===== config.mk =====
export PLATFORM = sky130hd
export DESIGN_NAME = spi_frame_master
export DESIGN_NICKNAME = d
export VERILOG_FILES = /design/src/rtl/spi_frame_master.sv
export SDC_FILE = /design/constraint.sdc
export NUM_CORES = 1
export LEC_CHECK = 0
export CORE_MARGIN = 3
export CORE_UTILIZATION = 50
export DETAILED_ROUTE_END_ITERATION = 7
export GPL_ROUTABILITY_DRIVEN = 0
export PLACE_DENSITY = 0.87
export SYNTH_ARGS = -nofsm -noshare
export SYNTH_HDL_FRONTEND = slang
export SYNTH_SLANG_ARGS = --single-unit

===== constraint.sdc =====
create_clock -name clknexys -period 2 [get_ports clknexys]
set_input_delay 0.4 -clock clknexys [delete_from_list [all_inputs] [get_ports clknexys]]
set_output_delay 0.4 -clock clknexys [all_outputs]
set_load 0.01 [all_outputs]

===== src/rtl/spi_frame_master.sv =====
// SPI mode-0 frame master: one frame per request, clocked by clknexys only.
// SCLKclk is a level input that is edge-detected here; it never clocks flops.
//
// Ports:
//   clknexys  in   system clock
//   rst       in   asynchronous active-low reset
//   SCLKclk   in   divided serial clock level, synchronous to clknexys
//   start     in   frame request, sampled only while idle
//   tx_data   in   word to transmit, latched on accepted start
//   miso      in   serial data from the peripheral
//   cs_n      out  chip select, active-low
//   sclk_out  out  gated serial clock, CPOL=0
//   mosi      out  serial data to the peripheral, MSB first
//   busy      out  high from accepted start until the end of the idle gap
//   done      out  one-cycle pulse when rx_data is updated
//   rx_data   out  last received word
//
// Build option: define MOSI_TX_EN to include the transmit shift path.
// Without it mosi is tied low and tx_data is ignored; receive timing is
// identical in both builds.

module spi_frame_master #(
    parameter int FRAME_BITS = 16,
    parameter int IDLE_GAP   = 2
) (
    input  logic                  clknexys,
    input  logic                  rst,
    input  logic                  SCLKclk,
    input  logic                  start,
    input  logic [FRAME_BITS-1:0] tx_data,
    input  logic                  miso,
    output logic                  cs_n,
    output logic                  sclk_out,
    output logic                  mosi,
    output logic                  busy,
    output logic                  done,
    output logic [FRAME_BITS-1:0] rx_data
);

    localparam int CW = $clog2(FRAME_BITS + 1);
    localparam logic [CW-1:0] C_BITS = CW'(FRAME_BITS);
    localparam logic [CW-1:0] C_ONE = CW'(1);
    localparam logic [3:0] C_GAP_LAST = 4'(IDLE_GAP - 1);

    typedef enum logic [2:0] {
        ST_IDLE,
        ST_SETUP,
        ST_SHIFT,
        ST_HOLD,
        ST_GAP
    } state_t;

    state_t                r_state;
    logic                  r_sclk_q;
    logic                  r_cs_n;
    logic                  r_sclk_out;
    logic                  r_busy;
    logic                  r_done;
    logic [FRAME_BITS-1:0] r_rx_sh;
    logic [FRAME_BITS-1:0] r_rx_data;
    logic [CW-1:0]         r_bitcnt;
    logic [3:0]            r_gap;

    logic w_rise;
    logic w_fall;

    // Rise and fall cannot decode together: both compare the same two bits.
    assign w_rise = SCLKclk & ~r_sclk_q;
    assign w_fall = ~SCLKclk & r_sclk_q;

`ifdef MOSI_TX_EN
    // The MSB of the shift register is the bit currently on the wire.
    logic [FRAME_BITS-1:0] r_tx_sh;
    assign mosi = r_tx_sh[FRAME_BITS-1];
`else
    logic w_tx_unused;
    assign w_tx_unused = ^tx_data;
    assign mosi = 1'b0;
`endif

    always_ff @(posedge clknexys or negedge rst) begin
        if (!rst) begin
            r_state    <= ST_IDLE;
            r_sclk_q   <= 1'b0;
            r_cs_n     <= 1'b1;
            r_sclk_out <= 1'b0;
            r_busy     <= 1'b0;
            r_done     <= 1'b0;
            r_rx_sh    <= '0;
            r_rx_data  <= '0;
            r_bitcnt   <= '0;
            r_gap      <= '0;
`ifdef MOSI_TX_EN
            r_tx_sh    <= '0;
`endif
        end else begin
            r_sclk_q <= SCLKclk;
            r_done   <= 1'b0;
            unique case (r_state)
                ST_IDLE: begin
                    r_cs_n     <= 1'b1;
                    r_sclk_out <= 1'b0;
                    if (start) begin
                        r_state  <= ST_SETUP;
                        r_busy   <= 1'b1;
                        r_cs_n   <= 1'b0;
                        r_bitcnt <= C_BITS;
                        r_rx_sh  <= '0;
`ifdef MOSI_TX_EN
                        r_tx_sh  <= tx_data;
`endif
                    end
                end
                ST_SETUP: begin
                    // Waiting for a fall guarantees cs_n setup of at
                    // least half an sclk period before the first rise.
                    if (w_fall) begin
                        r_state <= ST_SHIFT;
                    end
                end
                ST_SHIFT: begin
                    r_sclk_out <= SCLKclk;
                    if (w_rise) begin
                        r_rx_sh  <= {r_rx_sh[FRAME_BITS-2:0], miso};
                        r_bitcnt <= r_bitcnt - C_ONE;
                    end
                    if (w_fall) begin
                        if (r_bitcnt != '0) begin
`ifdef MOSI_TX_EN
                            r_tx_sh <= {r_tx_sh[FRAME_BITS-2:0], 1'b0};
`endif
                        end else begin
                            r_state    <= ST_HOLD;
                            r_sclk_out <= 1'b0;
`ifdef MOSI_TX_EN
                            r_tx_sh    <= '0;
`endif
                        end
                    end
                end
                ST_HOLD: begin
                    // One full sclk period of cs_n hold after the last bit.
                    if (w_fall) begin
                        r_state   <= ST_GAP;
                        r_cs_n    <= 1'b1;
                        r_rx_data <= r_rx_sh;
                        r_done    <= 1'b1;
                        r_gap     <= '0;
                    end
                end
                ST_GAP: begin
                    if (w_fall) begin
                        if (r_gap == C_GAP_LAST) begin
                            r_state <= ST_IDLE;
                            r_busy  <= 1'b0;
                        end else begin
                            r_gap <= r_gap + 4'd1;
                        end
                    end
                end
                default: begin
                    r_state <= ST_IDLE;
                end
            endcase
        end
    end

    assign cs_n     = r_cs_n;
    assign sclk_out = r_sclk_out;
    assign busy     = r_busy;
    assign done     = r_done;
    assign rx_data  = r_rx_data;

endmodule


==> results.json <==
{
  "outcome": "finished, final reports clean",
  "dp_hpwl_mm": 2.63,
  "yosysWarningCount": 0,
  "drtAntennaViolNets": 0,
  "drt_drc_violations_left": 0,
  "hold_class": "in2async",
  "grt_first_pass_wirelength_mm": 6.63,
  "critPathMaxFanout": 4,
  "crit_type": "reg2reg",
  "fill_cells": 260,
  "critical_path.max_stage_delay_ps": 500,
  "antenna-diode-count": 0,
  "grt_usage": 0.169,
  "fin_total_pwr_mw": 2.77,
  "clk_transition_reported_paths_ps": 90,
  "post_synth_inst_count": 162,
  "grt_start_max_net_pins": 28,
  "rsz0062_at_grt": "no",
  "worst_skew_pair.late_latency_ps": 310,
  "setup-violations-final": 0,
  "synth_area_per_cell_um2": 12.8,
  "syn_nets": 186,
  "synth-async-reset-ratio": 1.00,
  "ys_ff_latch": 49,
  "detailedRoute.firstIterationViolations": 61,
  "core-area_um2": 3830,
  "fin_crit_sh": 0.914,
  "grt_pass1_vias": 1413,
  "clockBufferDepth": 2,
  "syn2layout_area_growth_pct": 19.8,
  "ys_top_cells_by_count": "sky130_fd_sc_hd__dfrtp_1 (48), sky130_fd_sc_hd__a22o_1 (16), sky130_fd_sc_hd__mux2_2 (14)",
  "totalWireLength_mm": 3.89,
  "fmax_ghz": 0.547,
  "power.net_switching_mw": 0.904,
  "clock_tree.htree_level_count": 2,
  "clock-sinks": 49,
  "timing.max_slew.rel_slack": 0.589,
  "area_taken_by_multi_input_logic_gates_um2": 746,
  "period_minus_slack_ps": 1830,
  "yosys_most_used_dff": "sky130_fd_sc_hd__dfrtp_1",
  "drive_gt1_frac": 0.179,
  "crit_path_cell_trace": "inv_1 > ha_1 > or3b_2 > o221ai_1 > mux2_2",
  "peakVddDrop_uv": 940,
  "combPwrFrac": 0.275,
  "grt_remaining_overflow": 0,
  "synth.most_common_cell": "sky130_fd_sc_hd__dfrtp_1",
  "synth_enable_flop_cells": 0,
  "io_buffer_count": 24,
  "antenna_found_initial": 0,
  "fp.dieArea_um2": 4970,
  "avgViaCountPerCell": 5.68,
  "net_switching_share_of_the_total_power": 0.327,
  "final.setup_skew_ps": 5.50,
  "final_net_count": 213,
  "internal-power_mw": 1.86,
  "synth_top_area_cell": "sky130_fd_sc_hd__dfrtp_1",
  "critical-path-slowest-cell": "sky130_fd_sc_hd__or3b_2",
  "total_leakage_power_nw": 1.19,
  "post-synth-top-area-fraction": 0.577,
  "worst-endpoint-required_ps": 2190,
  "detailed_place.area_um2": 2380,
  "sequential_cell_area_um2": 1230,
  "cts_buffers": 5,
  "synth_seq_area_share": 0.590,
  "start_util": 0.544,
  "worstSetupEndpointType": "register",
  "tritoncts": "built",
  "worst-endpoint-arrival_ps": 2020,
  "die_height_um": 70.5,
  "tightestPinTransition_ps": 614,
  "holdBufCountCts": 0,
  "synthDistinctLibCells": 38,
  "detailroute.via_count": 1351,
  "cts_root_buf": "sky130_fd_sc_hd__clkbuf_8",
  "timing.setup.tns_ps": 0,
  "core.rowCount": 22,
  "post-route-cell-area_um2": 2490,
  "die_width_um": 70.5,
  "max_cap_violations": 0,
  "worst_setup_path_start_kind": "register",
  "timing.final.hold_violations": 0,
  "design.portCount": 42,
  "power_density_nw_per_um2": 1110,
  "finalMaxSlewViolations": 0,
  "detail_route.first_pass.iterations": 4,
  "synthTopCellsByArea": "sky130_fd_sc_hd__dfrtp_1 (58%), sky130_fd_sc_hd__mux2_2 (7.6%), sky130_fd_sc_hd__a22o_1 (6.7%), sky130_fd_sc_hd__buf_6 (2.2%), sky130_fd_sc_hd__o21ai_0 (1.9%)",
  "share_clk_of_total_power": 0.253,
  "post_cts.repair.setup_buffers": 0,
  "cts.repair.resized": 0,
  "post_synth_instance_area_um2": 2080,
  "p_seq_frac": 0.472,
  "wire_per_inst_um": 16.3
}
[sequential cells by signal, summed over array words and instances, names as in the netlist]
| signal | cells |
|---|---|
| rx_data | 16 |
| r_sclk_q | 1 |
| sclk_out | 1 |
| r_bitcnt | 5 |
| r_state | 3 |
| done | 1 |
| r_rx_sh | 16 |
| busy | 1 |
| r_gap | 4 |
| cs_n | 1 |
[cells in the final DEF, fill, tap and decap left out, types with 5 or more instances in the layout]
| cell | n |
|---|---|
| sky130_fd_sc_hd__clkbuf_8 | 5 |
| sky130_fd_sc_hd__dfrtp_1 | 48 |
| sky130_fd_sc_hd__mux2_2 | 14 |
| sky130_fd_sc_hd__inv_1 | 6 |
| sky130_fd_sc_hd__nand3_1 | 5 |
| sky130_fd_sc_hd__o21ai_0 | 8 |
| sky130_fd_sc_hd__a22o_1 | 16 |
| sky130_fd_sc_hd__nor2_1 | 8 |
| sky130_fd_sc_hd__clkdlybuf4s50_1 | 23 |
| sky130_fd_sc_hd__nand2_1 | 9 |
[critical path, delay by kind of cell (launching register included)]
family | cells | cell delay [ps]
buffers and inverters | 1 | 70
multiplexers | 1 | 360
adder cells (fa/ha/maj) | 1 | 140
flip-flops | 1 | 420
AO/OA/AOI/OAI | 1 | 230
AND/OR/NAND/NOR | 1 | 500
[final cells by class]
cell class                      count  share of cell area
Multi-Input combinational cell     96               0.299
Sequential cell                    49               0.492
Tap cell                           48              0.0241
Inverter                            6             0.00904
Clock inverter                      2              0.0156
Clock buffer                        6              0.0291
Timing Repair Buffer               31               0.131
[per-layer routing]
layer / share of wire / track usage
met1: 0.42 / 0.198
met2: 0.52 / 0.286
met3: 0.040 / 0.0532
met4: 0.020 / 0.0745
met5: 0 / 0
[power groups by stage]
| stage | clock network (mW) | registers, mW | logic (mW) |
|---|---|---|---|
| 4_1_cts | 0.719 | 1.30 | 0.766 |
| 6_report | 0.701 | 1.31 | 0.762 |
| 5_1_grt | 0.747 | 1.33 | 0.844 |
| 3_3_place_gp | 0 | 1.30 | 0.704 |
| 2_1_floorplan | 0 | 1.26 | 0.574 |
| 3_5_place_dp | 0 | 1.32 | 0.736 |
[cells by family after synthesis]
logic type	share of synthesized area
AO/OA/AOI/OAI	0.127
AND/OR/NAND/NOR	0.0980
adder cells (fa/ha/maj)	0.0180
flip-flops	0.590
multiplexers	0.0968
XOR/XNOR	0.0168
buffers and inverters	0.0517
other	0.00180
[path summary, 6_finish.rpt]
check | startpoint | endpoint | slack, ps | cells past startpoint
min in group clknexys | sclk_out$_DFFE_PN0P_ | sclk_out$_DFFE_PN0P_ | 490 | 2
worst max-delay path | r_gap[1]$_DFFE_PN0P_ | r_state[0]$_DFFE_PN0P_ | 170 | 5
worst min-delay path | rst | rx_data[1]$_DFFE_PN0P_ | 60 | 1
max in group asynchronous | rst | cs_n$_DFFE_PN1P_ | 1360 | 2
worst max register to register | r_gap[1]$_DFFE_PN0P_ | r_state[0]$_DFFE_PN0P_ | 170 | 5
worst min register to register | sclk_out$_DFFE_PN0P_ | sclk_out$_DFFE_PN0P_ | 490 | 2
[metrics by stage]
step | hold WS (ps) | setup slack (ps) | utilization | std cells
floorplan | 104 | 310 | - | 162
global route | 73.5 | 115 | 0.651 | 238
detailed placement | 395 | 31.9 | 0.622 | 230
CTS | 51.1 | 181 | 0.651 | 238
finish | 57.7 | 173 | 0.651 | 238
global placement | 391 | 80.6 | 0.622 | 230
(Power assumes the default switching activity.)
==> variant: new RTL, config.mk and constraints unchanged <==
Change the parameter `FRAME_BITS` from 16 to 8.
--- a/src/rtl/spi_frame_master.sv
+++ b/src/rtl/spi_frame_master.sv
@@ -20,7 +20,7 @@
 // identical in both builds.
 
 module spi_frame_master #(
-    parameter int FRAME_BITS = 16,
+    parameter int FRAME_BITS = 8,
     parameter int IDLE_GAP   = 2
 ) (
     input  logic                  clknexys,
Interface: changed (resized rx_data and tx_data); port bits go from 42 to 26. The function was not compared with the original's and may differ.
==> variant against the original RTL <==
  * Synthesized cell count decreased by 28%
  * Synthesized area decreased by 29%
  * Sequential cell count decreased by 17
  * Design area fell by 29%
  * Power fell by 26%
  * Count of clock-buffer cells in the layout shrank 1
  * Routed wire length shrank 29%
  * Setup slack better by 0.023 ns
  * Sequential power down 28%
  * Critical path type is now reg2out
  * Critical endpoint is now cs_n
==> variant: results (changes against the original RTL) <==
[metrics] HPWL Detailed: 1980 um (-25%)
[metrics] sequential fraction of the synthesis area: 54.2% (-4.8 points)
[metrics] worst-skew pair later-pin latency: 0.34 ns (+0.03 ns)
[metrics] maximum count of clock buffers along a single path: 2 (unchanged)
[metrics] vias after detailed routing: 955 (-29%)
[metrics] source of the worst register-to-register timing path: r_gap[1]$_DFFE_PN0P_
[metrics] static leakage power: 0.846 nW (-29%)
[metrics] Post-layout nets: 157 (-26%)
[metrics] number of warning messages in the yosys log: 0 (unchanged)
[metrics] fillers: 204 (-22%)
[metrics] antenna violations before repair: 0 (unchanged)
[metrics] result of the run: finished, final reports clean
[metrics] critical path data arrival time: 1.40 ns (-0.62 ns)
[metrics] Synth Net Count: 134 (-28%)
[metrics] top cells by count, synth: sky130_fd_sc_hd__dfrtp_1 (31), sky130_fd_sc_hd__a22o_1 (8), sky130_fd_sc_hd__mux2_4 (7), sky130_fd_sc_hd__inv_1 (5), sky130_fd_sc_hd__o21ai_0 (5)
[metrics] Clock Skews: 0.00861 ns (+0.00311 ns)
[metrics] overall routing resource usage: 17.6% (+0.69 points)
[metrics] final routed wirelength across all metal layers: 2760 um (-29%)
[metrics] maximum number of pins on one net before global-route repair: 33 (+18%)
[metrics] max incr delay on CP: 0.54 ns (+0.04 ns)
[metrics] internal cell power: 1.37 mW (-27%)
[metrics] total iterations of the first detailed-routing run: 4 (unchanged)
[metrics] Post-CTS Repair Setup Buffers: 0 (unchanged)
[metrics] cell types occupying the most area after synthesis: sky130_fd_sc_hd__dfrtp_1 (52%), sky130_fd_sc_hd__mux2_4 (7.1%), sky130_fd_sc_hd__a22o_1 (4.7%), sky130_fd_sc_hd__ha_1 (3.4%), sky130_fd_sc_hd__mux2_2 (2.3%)
[metrics] clock-pin slew of the registers on the worst-case setup and hold paths: 0.11 ns (+0.02 ns)
[metrics] Worst Reg-to-Reg Cells: 5 (unchanged)
[metrics] worst hold path class: in2async
[metrics] cts bufs inserted: 5 (unchanged)
[metrics] post-synth cell types: 37 (-2.6%)
[metrics] category of cells accounting for the largest share of critical-path delay: flip-flops
[metrics] clock root buffer: sky130_fd_sc_hd__clkbuf_4
[metrics] count of instances resized after the clock tree is built: 0 (unchanged)
[metrics] largest fanout on the critical path: 2 (-2)
[metrics] count of antenna diodes in the layout: 0 (unchanged)
[metrics] vias in the first global route: 999 (-29%)
[metrics] initial DRC count: 17 (-72%)
[metrics] level count of the clock H-tree: 2 (unchanged)
[metrics] first-pass GRT wire length: 4530 um (-32%)
[metrics] register-to-register path setup slack: 0.31 ns (+0.14 ns)
[metrics] reg-to-reg critical path endpoint: r_state[2]$_DFFE_PN0P_
[metrics] number of I/O port buffers: 16 (-33%)
[metrics] Worst IR Drop VDD: 0.000858 V (-8.7%)
[metrics] fraction of registers with async set/reset: 100% (unchanged)
[metrics] slowest cell on the critical path: sky130_fd_sc_hd__dfstp_2
[metrics] fraction of layout cells with a size suffix above 1: 19.9% (+2.0 points)
[metrics] Synth Flop Type: sky130_fd_sc_hd__dfrtp_1
[metrics] number of pins exceeding their max-slew limit in the final report: 0 (unchanged)
## variant: cell count changes after synthesis, moves of 5 or more
| cell | before | now |
|---|---|---|
| sky130_fd_sc_hd__nor2_1 | 8 | 3 |
| sky130_fd_sc_hd__dfrtp_1 | 48 | 31 |
| sky130_fd_sc_hd__mux2_4 | 0 | 7 |
| sky130_fd_sc_hd__mux2_2 | 14 | 3 |
| sky130_fd_sc_hd__a22o_1 | 16 | 8 |
| sky130_fd_sc_hd__nand2_1 | 9 | 2 |
## variant: per-layer routing
metal	vias to the layer above	GRT usage [%]	wire [um]
met5	-	0	0
met4	0	8.54	47
met3	6	5.11	87
met2	13	30.4	1460
met1	469	20.0	1170
li1	467	-	-
## variant: power groups by stage
stage	clock [mW]	combinational, mW	sequential [mW]
6_report	0.490	0.619	0.947
5_1_grt	0.530	0.686	0.970
4_1_cts	0.510	0.625	0.946
3_5_place_dp	0	0.622	0.956
3_3_place_gp	0	0.588	0.943
2_1_floorplan	0	0.494	0.894
## variant: logic make-up after synthesis
| family | count (synthesis) | share of synthesized area, % |
|---|---|---|
| adders and majority gates | 4 | 3.38 |
| DFF | 32 | 54.2 |
| muxes | 13 | 11.4 |
| buffers and inverters | 13 | 5.33 |
| and+or+nand+nor | 26 | 10.7 |
| other | 1 | 0.254 |
| AOI/OAI and AO/OA | 26 | 13.5 |
| xor gates and xnor gates | 2 | 1.18 |
## variant: area by class of cell
type | count | area [um^2] | area share (%)
well taps | 31 | 38.8 | 2.19
flip-flops and latches | 32 | 802 | 45.3
inverters | 5 | 18.8 | 1.06
multi-input cells | 72 | 598 | 33.8
repair buffers | 24 | 233 | 13.1
clock inverters | 3 | 42.5 | 2.40
clock buffers | 5 | 37.5 | 2.12
## variant: how the worst max path moves through the flow
stage,from,depth (start not counted),slack [ns],end
3_5_place_dp,SCLKclk,5,0.09,rx_data[3]$_DFFE_PN0P_
3_3_place_gp,SCLKclk,5,0.12,rx_data[1]$_DFFE_PN0P_
6_report,cs_n$_DFFE_PN1P_,1,0.20,cs_n
4_1_cts,cs_n$_DFFE_PN1P_,1,0.17,cs_n
5_1_grt,cs_n$_DFFE_PN1P_,1,0.16,cs_n
2_1_floorplan,r_gap[1]$_DFFE_PN0P_,5,0.47,r_state[2]$_DFFE_PN0P_
## variant: metrics by stage
stage	cell area (um^2)	hold slack (ns)	instances	setup WS, ns
after global routing	1770	0.473	172	0.165
after floorplan	1480	0.104	117	0.471
after CTS	1770	0.437	172	0.167
after detailed placement	1690	0.491	164	0.0933
final	1770	0.442	172	0.196
after global placement	1690	0.475	164	0.118
